[src/rtl/ram_hs_pkg.sv]
// Shared types for the handshaked single-port RAM: FSM state encoding,
// wait-state limit and a width helper for the wait counter.
package ram_hs_pkg;

  typedef enum logic [1:0] {
    ST_INIT = 2'd0,
    ST_IDLE = 2'd1,
    ST_WAIT = 2'd2,
    ST_DONE = 2'd3
  } state_e;

  localparam int MAX_WAIT_STATES = 15;

  // Bits needed to hold values 0..value-1, never less than one.
  function automatic int clog2(input int value);
    int w;
    w = 1;
    for (int i = 1; i < 31; i++) begin
      if ((1 << i) < value) w = i + 1;
    end
    return w;
  endfunction

endpackage

[src/rtl/ram_hs_array.sv]
// Storage for ram_hs: DEPTH words with byte-lane writes and a registered
// read port that holds its value until the next read.
module ram_hs_array #(
  parameter int DATA_WIDTH = 32,
  parameter int ADDR_WIDTH = 5
) (
  input  logic                    clock,
  input  logic                    reset,
  input  logic                    wr_en,
  input  logic [DATA_WIDTH/8-1:0] wr_be,
  input  logic                    rd_en,
  input  logic [ADDR_WIDTH-1:0]   addr,
  input  logic [DATA_WIDTH-1:0]   wr_data,
  output logic [DATA_WIDTH-1:0]   rd_data
);

  localparam int DEPTH = 1 << ADDR_WIDTH;
  localparam int NB    = DATA_WIDTH / 8;

  logic [DATA_WIDTH-1:0] mem_q [DEPTH];
  logic [DATA_WIDTH-1:0] rd_data_d;
  logic [DATA_WIDTH-1:0] rd_data_q;

  // Contents are deliberately not reset; clearing is the parent's init sweep.
  always_ff @(posedge clock) begin
    if (wr_en) begin
      for (int i = 0; i < NB; i++) begin
        if (wr_be[i]) mem_q[addr][8*i +: 8] <= wr_data[8*i +: 8];
      end
    end
  end

  always_comb begin
    rd_data_d = rd_data_q;
    if (rd_en) rd_data_d = mem_q[addr];
  end

  always_ff @(posedge clock) begin
    if (reset) rd_data_q <= '0;
    else       rd_data_q <= rd_data_d;
  end

  assign rd_data = rd_data_q;

endmodule

[src/rtl/ram_hs.sv]
// Single-port RAM behind a request/ready handshake with programmable wait
// states, per-byte writes and an optional zero-fill sweep after reset.
module ram_hs
  import ram_hs_pkg::*;
#(
  parameter int DATA_WIDTH    = 32,
  parameter int ADDR_WIDTH    = 5,
  parameter int WAIT_STATES   = 1,
  parameter int INIT_ON_RESET = 1
) (
  input  logic                    clock,
  input  logic                    reset,
  input  logic                    chip_select,
  input  logic                    we,
  input  logic [DATA_WIDTH/8-1:0] byte_en,
  input  logic [ADDR_WIDTH-1:0]   address,
  input  logic [DATA_WIDTH-1:0]   data_in,
  output logic [DATA_WIDTH-1:0]   data_out,
  output logic                    ready,
  output logic                    busy,
  output state_e                  dbg_state
);

  // Handshake: chip_select is a request qualifier looked at only in IDLE; the
  // request fields are captured on that edge and ignored afterwards. ready is
  // a one-cycle completion pulse, with read data valid on data_out during it.

  localparam int DEPTH = 1 << ADDR_WIDTH;
  localparam int NB    = DATA_WIDTH / 8;
  localparam int CW    = clog2(WAIT_STATES + 1);
  localparam state_e RESET_STATE = (INIT_ON_RESET != 0) ? ST_INIT : ST_IDLE;
  localparam logic   RESET_BUSY  = (INIT_ON_RESET != 0);

  state_e                  state_d, state_q;
  logic                    we_d, we_q;
  logic [NB-1:0]           be_d, be_q;
  logic [ADDR_WIDTH-1:0]   addr_d, addr_q;
  logic [DATA_WIDTH-1:0]   data_d, data_q;
  logic [CW-1:0]           cnt_d, cnt_q;
  logic [ADDR_WIDTH-1:0]   ptr_d, ptr_q;
  logic                    ready_d, ready_q;
  logic                    busy_d, busy_q;
  logic                    access;

  logic                    arr_wr_en;
  logic                    arr_rd_en;
  logic [NB-1:0]           arr_be;
  logic [ADDR_WIDTH-1:0]   arr_addr;
  logic [DATA_WIDTH-1:0]   arr_wdata;

  always_comb begin
    state_d = state_q;
    we_d    = we_q;
    be_d    = be_q;
    addr_d  = addr_q;
    data_d  = data_q;
    cnt_d   = cnt_q;
    ptr_d   = ptr_q;
    access  = 1'b0;
    unique case (state_q)
      ST_INIT: begin
        ptr_d = ptr_q + ADDR_WIDTH'(1);
        if (ptr_q == ADDR_WIDTH'(DEPTH - 1)) state_d = ST_IDLE;
      end
      ST_IDLE: begin
        if (chip_select) begin
          we_d    = we;
          be_d    = byte_en;
          addr_d  = address;
          data_d  = data_in;
          cnt_d   = CW'(WAIT_STATES);
          state_d = ST_WAIT;
        end
      end
      ST_WAIT: begin
        if (cnt_q != '0) begin
          cnt_d = cnt_q - CW'(1);
        end else begin
          access  = 1'b1;
          state_d = ST_DONE;
        end
      end
      ST_DONE: state_d = ST_IDLE;
      default: state_d = ST_IDLE;
    endcase
    ready_d = (state_d == ST_DONE);
    busy_d  = (state_d != ST_IDLE);
  end

  always_ff @(posedge clock) begin
    if (reset) begin
      state_q <= RESET_STATE;
      we_q    <= 1'b0;
      be_q    <= '0;
      addr_q  <= '0;
      data_q  <= '0;
      cnt_q   <= '0;
      ptr_q   <= '0;
      ready_q <= 1'b0;
      busy_q  <= RESET_BUSY;
    end else begin
      state_q <= state_d;
      we_q    <= we_d;
      be_q    <= be_d;
      addr_q  <= addr_d;
      data_q  <= data_d;
      cnt_q   <= cnt_d;
      ptr_q   <= ptr_d;
      ready_q <= ready_d;
      busy_q  <= busy_d;
    end
  end

  // Writes are gated by reset so an aborted transaction never lands in storage.
  always_comb begin
    arr_wr_en = !reset && ((state_q == ST_INIT) || (access && we_q));
    arr_rd_en = access && !we_q;
    arr_be    = (state_q == ST_INIT) ? '1 : be_q;
    arr_addr  = (state_q == ST_INIT) ? ptr_q : addr_q;
    arr_wdata = (state_q == ST_INIT) ? '0 : data_q;
  end

  ram_hs_array #(
    .DATA_WIDTH (DATA_WIDTH),
    .ADDR_WIDTH (ADDR_WIDTH)
  ) u_array (
    .clock   (clock),
    .reset   (reset),
    .wr_en   (arr_wr_en),
    .wr_be   (arr_be),
    .rd_en   (arr_rd_en),
    .addr    (arr_addr),
    .wr_data (arr_wdata),
    .rd_data (data_out)
  );

  assign ready     = ready_q;
  assign busy      = busy_q;
  assign dbg_state = state_q;

endmodule

[config.mk]
export PLATFORM = sky130hd
export DESIGN_NAME = ram_hs
export DESIGN_NICKNAME = d
export VERILOG_FILES = /design/src/rtl/ram_hs_pkg.sv /design/src/rtl/ram_hs_array.sv /design/src/rtl/ram_hs.sv
export SDC_FILE = /design/constraint.sdc
export NUM_CORES = 1
export LEC_CHECK = 0
export ABC_AREA = 1
export BUFFER_PORTS_ARGS = -buffer_cell sky130_fd_sc_hd__buf_2
export CAP_MARGIN = 10
export CORE_MARGIN = 2
export CORE_UTILIZATION = 40
export DETAILED_ROUTE_END_ITERATION = 12
export HOLD_SLACK_MARGIN = 0.15
export SLEW_MARGIN = 20
export SYNTH_ARGS = -nofsm -noshare
export SYNTH_HDL_FRONTEND = slang
export SYNTH_SLANG_ARGS = --single-unit
[constraint.sdc]
create_clock -name clock -period 4.6 [get_ports clock]
set_clock_uncertainty 0.2 [all_clocks]
set_input_delay 0.23 -clock clock [delete_from_list [all_inputs] [get_ports clock]]
set_output_delay 0.23 -clock clock [all_outputs]
set_load 0.05 [all_outputs]
# After elaboration in Yosys (flattened, before gate mapping)
# Memories as Yosys holds them, arrays and structs flattened. A register that Yosys moved wholly into a read port is not among the register bits.
# Index checks and enable logic that the tools add are counted.
[totals] reg_bits=52 mem_bits_rw=1024 inputBits=45 word_cells=53 mem_count=1
[mem_list] memory="u_array.mem_q" depth=32 word_bits=32 rd=1 rd_clocked_by_memory_dff=1 write_ports=1 line="ram_hs_array.sv:20" source="logic [DATA_WIDTH-1:0] mem_q [DEPTH];"
[classes] addsub=2 n_eq_ne=7 muxes=24 n_reduce_logical=10
[ops] op="$mux W32" count=1
[ops] op="$mux W1" count=16
[ops] op="$pmux W2 S4" count=1
[ops] op="$eq A2 B2 Y1 const B" count=3
[ops] op="$mux W2" count=3
[ops] op="$add A5 B1 Y5 const B" count=1
[ops] op="$eq A5 B5 Y1 const B" count=1
[ops] op="$mux W5" count=1
[ops] op="$mux W4" count=1
[ops] op="$reduce_and A2 Y1" count=2
[ops] op="$logic_and A1 B1 Y1" count=3
[ops] op="$eq A2 B1 Y1 const B" count=1
[ops] op="$logic_not A1 Y1" count=2
[ops] op="$logic_not A2 Y1" count=1
[ops] op="$ne A2 B1 Y1 const B" count=1
[ops] op="$ne A2 B2 Y1 const B" count=1
[ops] op="$pmux W1 S2" count=1
[ops] op="$reduce_bool A2 Y1" count=1
[ops] op="$logic_or A1 B1 Y1" count=1
[ops] op="$sub A1 B1 Y1 const B" count=1

# Longest topological paths before layout
# Gate-level depths: netlist (run 1).
[depth] word_depth=7 mapped_depth=16 mapped_depth_nobuf=13

# Modules after synthesis
# From an unflattened synthesis (run 1), not the netlist that was laid out.
[hier_totals] cells_unflattened=4581 area_unflattened_um2=46145.5
[modules_own_cells] module="ram_hs_array" n_inst=1 cells_each=4256 area_per_inst_um2=43933.4
[modules_own_cells] module="ram_hs" n_inst=1 cells_each=325 area_per_inst_um2=2212.1

# Worst setup path before layout (run 1)
# OpenSTA, ideal clock, no wires.
[synth_timing] kind="flip-flop to flip-flop" from="register state_q[0] (netlist: dbg_state[0])" to="memory u_array.mem_q[28][0], enable pin" setup_time_ns=0.370 t_arrival_ns=2.422 required_time_ns=4.030 slack_ns=1.608 path_stages_with_launch=8 n_path_buf=1 path_cell_list="dfxtp_1 nor2_8 o21ai_2 inv_2 nor3_2 clkbuf_1 nand2_1 nor2_1"
[synth_between] elab_chain_len=7
[synth_rtl] element="start, declared" line="ram_hs.sv:34" source="state_e state_d, state_q;"
[synth_rtl] element="start signal, assigned" line="ram_hs.sv:102" source="state_q <= state_d;"
[synth_rtl] element="$eq A2 B2 Y1" line="ram_hs.sv:60" source="unique case (state_q)"
[synth_rtl] element="$mux W1" line="ram_hs.sv:60"
[synth_rtl] element="$logic_and A1 B1 Y1" line="ram_hs.sv:116" source="arr_wr_en = !reset && ((state_q == ST_INIT) || (access && we_q));"
[synth_rtl] element="$logic_or A1 B1 Y1" line="ram_hs.sv:116"
[synth_rtl] element="$logic_and A1 B1 Y1" line="ram_hs.sv:116"
[synth_rtl] element="$mux W1" line="ram_hs_array.sv:26" source="if (wr_en) begin"
[synth_rtl] element="$mux W1 (implied by the code)" line="ram_hs_array.sv:28" source="if (wr_be[i]) mem_q[addr][8*i +: 8] <= wr_data[8*i +: 8];"
[synth_rtl] element="end, declared" line="ram_hs_array.sv:20"
# Parallel ways exist; a longest one is shown, timed or not.

# Worst setup path in the final report (run 1)
[layout_timing] from="register state_q[0] (netlist: dbg_state[0])" to="register u_array.rd_data_q[23] (netlist: u_array.rd_data[23]), read port of u_array.mem_q"
[layout_between] elab_chain_len=3
[layout_rtl] element="$eq A2 B2 Y1" line="ram_hs.sv:60"
[layout_rtl] element="$mux W1" line="ram_hs.sv:60"
[layout_rtl] element="$logic_and A1 B1 Y1" line="ram_hs.sv:117" source="arr_rd_en = access && !we_q;"
[layout_rtl] element="end, declared" line="ram_hs_array.sv:22" source="logic [DATA_WIDTH-1:0] rd_data_q;"
# Parallel ways exist; a longest one is shown, timed or not.
# A chain may end at the register's enable or synchronous reset.

==> results of run 1 <==
-- critical path: stages, from the launching register on --
cell	delay (ns)
dfxtp_1	0.55
nor2_8	0.15
nand2_8	0.12
buf_12	0.58
buf_4	0.90
nand3_1	0.26
nand2_1	0.14
nand2_1	0.05
nand2_1	0.07
nand2_1	0.04
nand2_1	0.10
nor2_1	0.06
nand3_1	0.11
nand2_1	0.05
inv_1	0.04
-- registers in the layout (all words and copies together) (netlist names) --
register         cells
u_array.mem_q     1024
be_q                 4
u_array.rd_data     32
data_q              32
busy                 1
addr_q               5
ptr_q                5
dbg_state            2
cnt_q                1
ready                1
we_q                 1
-- metrics by stage --
step	worst slack, ns	total power [W]	cell area, um2	hold slack, ns	util
4_1_cts	0.998	0.0214	55000	0.154	0.472
6_report	0.869	0.0213	55000	0.183	0.472
2_1_floorplan	1.61	0.0118	47000	0.197	-
5_1_grt	0.676	0.0219	55000	0.217	0.472
3_3_place_gp	1.05	0.0122	50000	0.259	0.430
3_5_place_dp	1.00	0.0122	50000	0.266	0.430
-- power by group --
| group | total (W) | switching [W] | internal, W |
|---|---|---|---|
| clock network | 0.00930 | 0.00388 | 0.00542 |
| registers | 0.0109 | 0.0000120 | 0.0109 |
| logic | 0.00111 | 0.000815 | 0.000293 |
-- logic make-up after synthesis --
kind of cell	after synthesis
simple gates	3102
flops	1108
buf+inv	400
compound gates	105
fa+ha+maj	2
-- metal layers --
layer,wire (um),vias to the layer above,part of all wire,global-route usage
met5,45,-,0.00033,0
met4,4650,6,0.034,0.0763
met1,59900,16400,0.44,0.318
li1,-,16100,-,-
met2,61600,1353,0.45,0.346
met3,10300,231,0.075,0.0365
-- worst paths after layout --
check                    start                   to  slack, ns  cells past startpoint
hold reg to reg       ptr_q[4]             ptr_q[4]       0.28                      2
hold / removal     chip_select              be_q[1]       0.18                      5
setup reg to reg  dbg_state[0]  u_array.rd_data[23]       0.87                     14
setup / recovery  dbg_state[0]  u_array.rd_data[23]       0.87                     14
-- area by class of cell --
class | instances | area (um2) | area share
timing repair buffer | 396 | 3210 | 0.0585
inverter | 112 | 428 | 0.00779
tap | 1524 | 1910 | 0.0347
sequential | 1108 | 32400 | 0.590
clock inverter | 56 | 541 | 0.00984
clock buffer | 163 | 3250 | 0.0592
multi-input combinational | 3209 | 13200 | 0.240
-- timing repair --
item | in CTS | in global routing
endpoints found under the hold margin | 79 | 0
hold buffers | 116 | 0
endpoints found under the setup margin | 0 | 0
gates resized for setup | 0 | 0
-- cells in the final DEF, fill, tap and decap left out, types with 4 or more instances in the layout --
cell,n
a21oi_1,48
buf_12,12
buf_2,80
buf_4,188
bufinv_16,9
clkbuf_1,32
clkbuf_16,118
clkbuf_8,13
clkinv_1,14
clkinv_2,25
clkinvlp_4,5
dfxtp_1,84
dlygate4sd3_1,116
edfxtp_1,1024
inv_1,104
inv_2,5
nand2_1,2229
nand3_1,548
nor2_1,275
nor2_2,31
nor2_4,4
nor3_1,4
nor3_4,6
o21ai_0,47
o21ai_2,5
o21ai_4,4
==> flow_summary.toml, run 1 <==
[cts]
clk_latency_ns = 0.71
numCtsBuffers = 115
cts.clk_slew.worst_paths_ns = 0.06
post-cts-setup-buffer-count = 0
cts_tree = "done"
clockBufferDepth = 3
cts_root_buf = "clkbuf_16"
clkSinkCount = 1108
h-tree-depth = 3

[logic_synthesis]
ys_types = 26
yosys.area_share.simple = 0.264
synthFlopType = "edfxtp_1"
synthXorXnorAreaFrac = 0
synth.mux.area_fraction = 0
ys_warn_count = 0
yosysTopAreaCell = "edfxtp_1"
synth.most_common_cell = "nand2_1"
syn-cell-area_um2 = 47000
synth_adder_area_share = 0.000532
synthTopCellsByCount = "2,230 x nand2_1, 1,024 x edfxtp_1, 549 x nand3_1"
synth.area.top_cells = "edfxtp_1 65%, nand2_1 18%, nand3_1 5.8%"
async_reset_ff_frac = 0
avgSynthCellArea_um2 = 9.97
synth_top_area_share = 0.654
syn_inst = 4717
synth_nets = 4764
synth-edff-count = 1024
ys_seq_elements = 1108
synth_top_family_by_area = "simple AND/OR/NAND/NOR gates"
yosysSeqAreaShare = 0.690
synth_compound_area_frac = 0.0119

[route]
drc_errors = 0
vias = 34000
postRouteAntennaNets = 0
dr.pass1.iters = 8
via_per_inst = 5.18
wl_per_cell_um = 20.8
totalWireLength_mm = 137
drt_iter0_drc = 3703

[finish]
area_delta_synth_final_pct = 16.9
num-fill-cells = 10600
antennaDiodeCount = 0
fin_nets = 4989
drive_above_1_share = 0.102
stdcell_count = 6568

[setup_path]
crit_type = "reg2reg"
cp.required_ns = 5.05
worstSetupStartpointType = "register"
cp_max_fo = 169
crit_arrival_ns = 4.18
endpoint_kind = "register"

[run_status]
outcome = "completed"

[timing]
max_freq_mhz = 268
setup_viol = 0
period_share = 0.811
worst-slew-pin-transition_ns = 1.10
drv_slew = 0
min_period_ns = 3.73
rsz0062_at_grt = "no"
tns_ns = 0
slew_headroom = 0.267
final-hold-violation-count = 0

[power_and_ir_drop]
irDropWorstVdd_v = 0.000350
p_leak_nw = 23.8
power.density_nw_per_um2 = 388

[global_routing]
track_usage = 0.223
antenna_found_initial = 5
grt_max_degree = 170
grt_pass1_wl_mm = 205
overflow = 0
grt_pass1_vias = 32600

[floorplan]
start_util = 0.404
fp.dieH_um = 347
die_x_um = 347
rows = 125
num_io_pins = 81
die_area_um2 = 120000
coreArea_um2 = 116000

[placed_design]
portBuffers = 80
place.gp.congestion = 0.835
placed_cells = 6233
dpl.hpwl_mm = 77.7

[worst_hold_path]
min_path_type = "in2reg"

[flow_run]
timing.max_cap.violations = 0
(Power assumes the default switching activity.)
==> run 2: changes to the inputs <==
==> constraint.sdc (replaced) <==
create_clock -name clock -period 3.7 [get_ports clock]
set_clock_uncertainty 0.2 [all_clocks]
set_input_delay 0.185 -clock clock [delete_from_list [all_inputs] [get_ports clock]]
set_output_delay 0.185 -clock clock [all_outputs]
set_load 0.05 [all_outputs]
==> flow_summary.toml, run 2 (same netlist as run 1, synthesis figures left out) <==
[finish]
final_cell_mix = "2,229 x nand2_1, 1,024 x edfxtp_1, 548 x nand3_1, 271 x nor2_1, 192 x buf_4"
multi_input_area_um2 = 13200
drive_above_1_share = 0.101
area_delta_synth_final_pct = 17.4
regMostFlops = "u_array.mem_q"
largest_register_ffs = 1024
stdcell_count = 6597
num-fill-cells = 10800
area.sequential_um2 = 32400
fin_nets = 5025
final_common_cell = "nand2_1"

[cts]
numCtsBuffers = 112
clkSinkCount = 1108
cts_tree = "done"
post-cts-setup-buffer-count = 0
cts.clk_slew.worst_paths_ns = 0.07
clockBufferDepth = 3
cts_root_buf = "clkbuf_16"
h-tree-depth = 3
clk_latency_ns = 0.70

[global_routing]
overflow = 0
track_usage = 0.218
grt_pass1_wl_mm = 200
grt_pass1_vias = 32100
antenna_found_initial = 2
grt_max_degree = 137

[timing]
max_freq_mhz = 288
rsz0062_at_grt = "no"
setup_viol = 0
fin_ws_ns = 0.228
tns_ns = 0
drv_slew = 0
period_share = 0.938
fin_hold_ws_ns = 0.250
final-hold-violation-count = 0
min_period_ns = 3.47
worst-slew-pin-transition_ns = 1.01
slew_headroom = 0.325

[power_and_ir_drop]
p_leak_nw = 23.9
power.density_nw_per_um2 = 473
irDropWorstVdd_v = 0.000429
total_power_w = 0.0261
p_comb_frac = 0.053
intPower_w = 0.0204
pwr-share-seq = 0.519
power_switching_w = 0.00574
swShare = 0.220
p_clk_frac = 0.428

[floorplan]
die_area_um2 = 120000
fp.dieH_um = 347
start_util = 0.404
coreArea_um2 = 116000
rows = 125
num_io_pins = 81
die_x_um = 347

[run_status]
outcome = "completed"

[placed_design]
place.gp.congestion = 0.837
placed_cells = 6242
dpl_worst_slack_ns = 0.129
dpl.hpwl_mm = 77.4
portBuffers = 80

[setup_path]
endpoint_kind = "register"
cp_max_fo = 21
crit_arrival_ns = 3.66
crit_type = "reg2reg"
ff2ff_path_depth = 9
cp.required_ns = 3.89
worstSetupStartpointType = "register"

[worst_hold_path]
whs_path_depth = 4
min_path_type = "in2reg"

[route]
postRouteAntennaNets = 0
drt_iter0_drc = 3694
wl_per_cell_um = 20.3
vias = 34000
drc_errors = 0
dr.pass1.iters = 7
via_per_inst = 5.15
totalWireLength_mm = 134

[flow_run]
timing.max_cap.violations = 0
run 2: cell types whose count changed in the layout (fill, tap and decap cells not counted), moves of 4 or more:
| cell | delta |
|---|---|
| dlygate4sd3_1 | +30 |
| clkinv_2 | -8 |
| clkinv_1 | +6 |
| buf_12 | +5 |
| clkinvlp_4 | -5 |
| buf_4 | +4 |
| clkbuf_16 | -4 |
| nor2_1 | -4 |
run 2: final cells by class:
class,instances,area share
Multi-Input combinational cell,3209,0.239
Tap cell,1524,0.0345
Inverter,112,0.00775
Clock inverter,49,0.00870
Clock buffer,159,0.0567
Sequential cell,1108,0.587
Timing Repair Buffer,435,0.0660
Antenna cell,1,0.0000453
run 2: timing repair:
action | 4_1_cts | 5_1_grt
hold buffers | 146 | 0
endpoints found under the hold margin | 79 | 0
gates resized for setup | 0 | 4
setup endpoints to repair | 0 | 30
run 2: path summary, 6_finish.rpt:
path / slack (ns) / to / from
worst min register to register: 0.28 / ptr_q[4] / ptr_q[4]
worst max register to register: 0.23 / u_array.mem_q[17][30] / dbg_state[0]
worst max-delay path: 0.23 / u_array.mem_q[17][30] / dbg_state[0]
worst min-delay path: 0.25 / data_q[3] / data_in[3]
run 2: power groups by stage:
stage	Sequential (W)	Clock [W]	Combinational [W]
final	0.0136	0.0112	0.00140
after global routing	0.0136	0.0118	0.00153
after CTS	0.0136	0.0113	0.00138
after detailed placement	0.0138	0	0.00129
after global placement	0.0138	0	0.00129
after floorplan	0.0138	0	0.000851
run 2: routing by layer:
layer / wire length [um] / vias up / share of wire / GRT usage
met1: 57700 / 16300 / 0.43 / 0.306
met5: 0 / - / 0 / 0
met2: 61800 / 1324 / 0.46 / 0.346
li1: - / 16100 / - / -
met3: 10500 / 213 / 0.078 / 0.0387
met4: 3760 / 0 / 0.028 / 0.0672
run 2: per-stage QoR:
stage / instance area, um2 / util
2_1_floorplan: 47000 / -
3_3_place_gp: 50100 / 0.431
3_5_place_dp: 50100 / 0.431
4_1_cts: 55200 / 0.474
5_1_grt: 55200 / 0.475
6_report: 55200 / 0.475
run 2: worst max-delay path, stage by stage, from the launching register on:
cell     delay, ns
dfxtp_1       0.42
nor2_8        0.45
o21ai_2       0.23
inv_2         0.24
nand3_1       0.15
inv_2         0.26
buf_4         0.26
nand2_1       0.47
nor2_1        0.25
buf_4         0.22
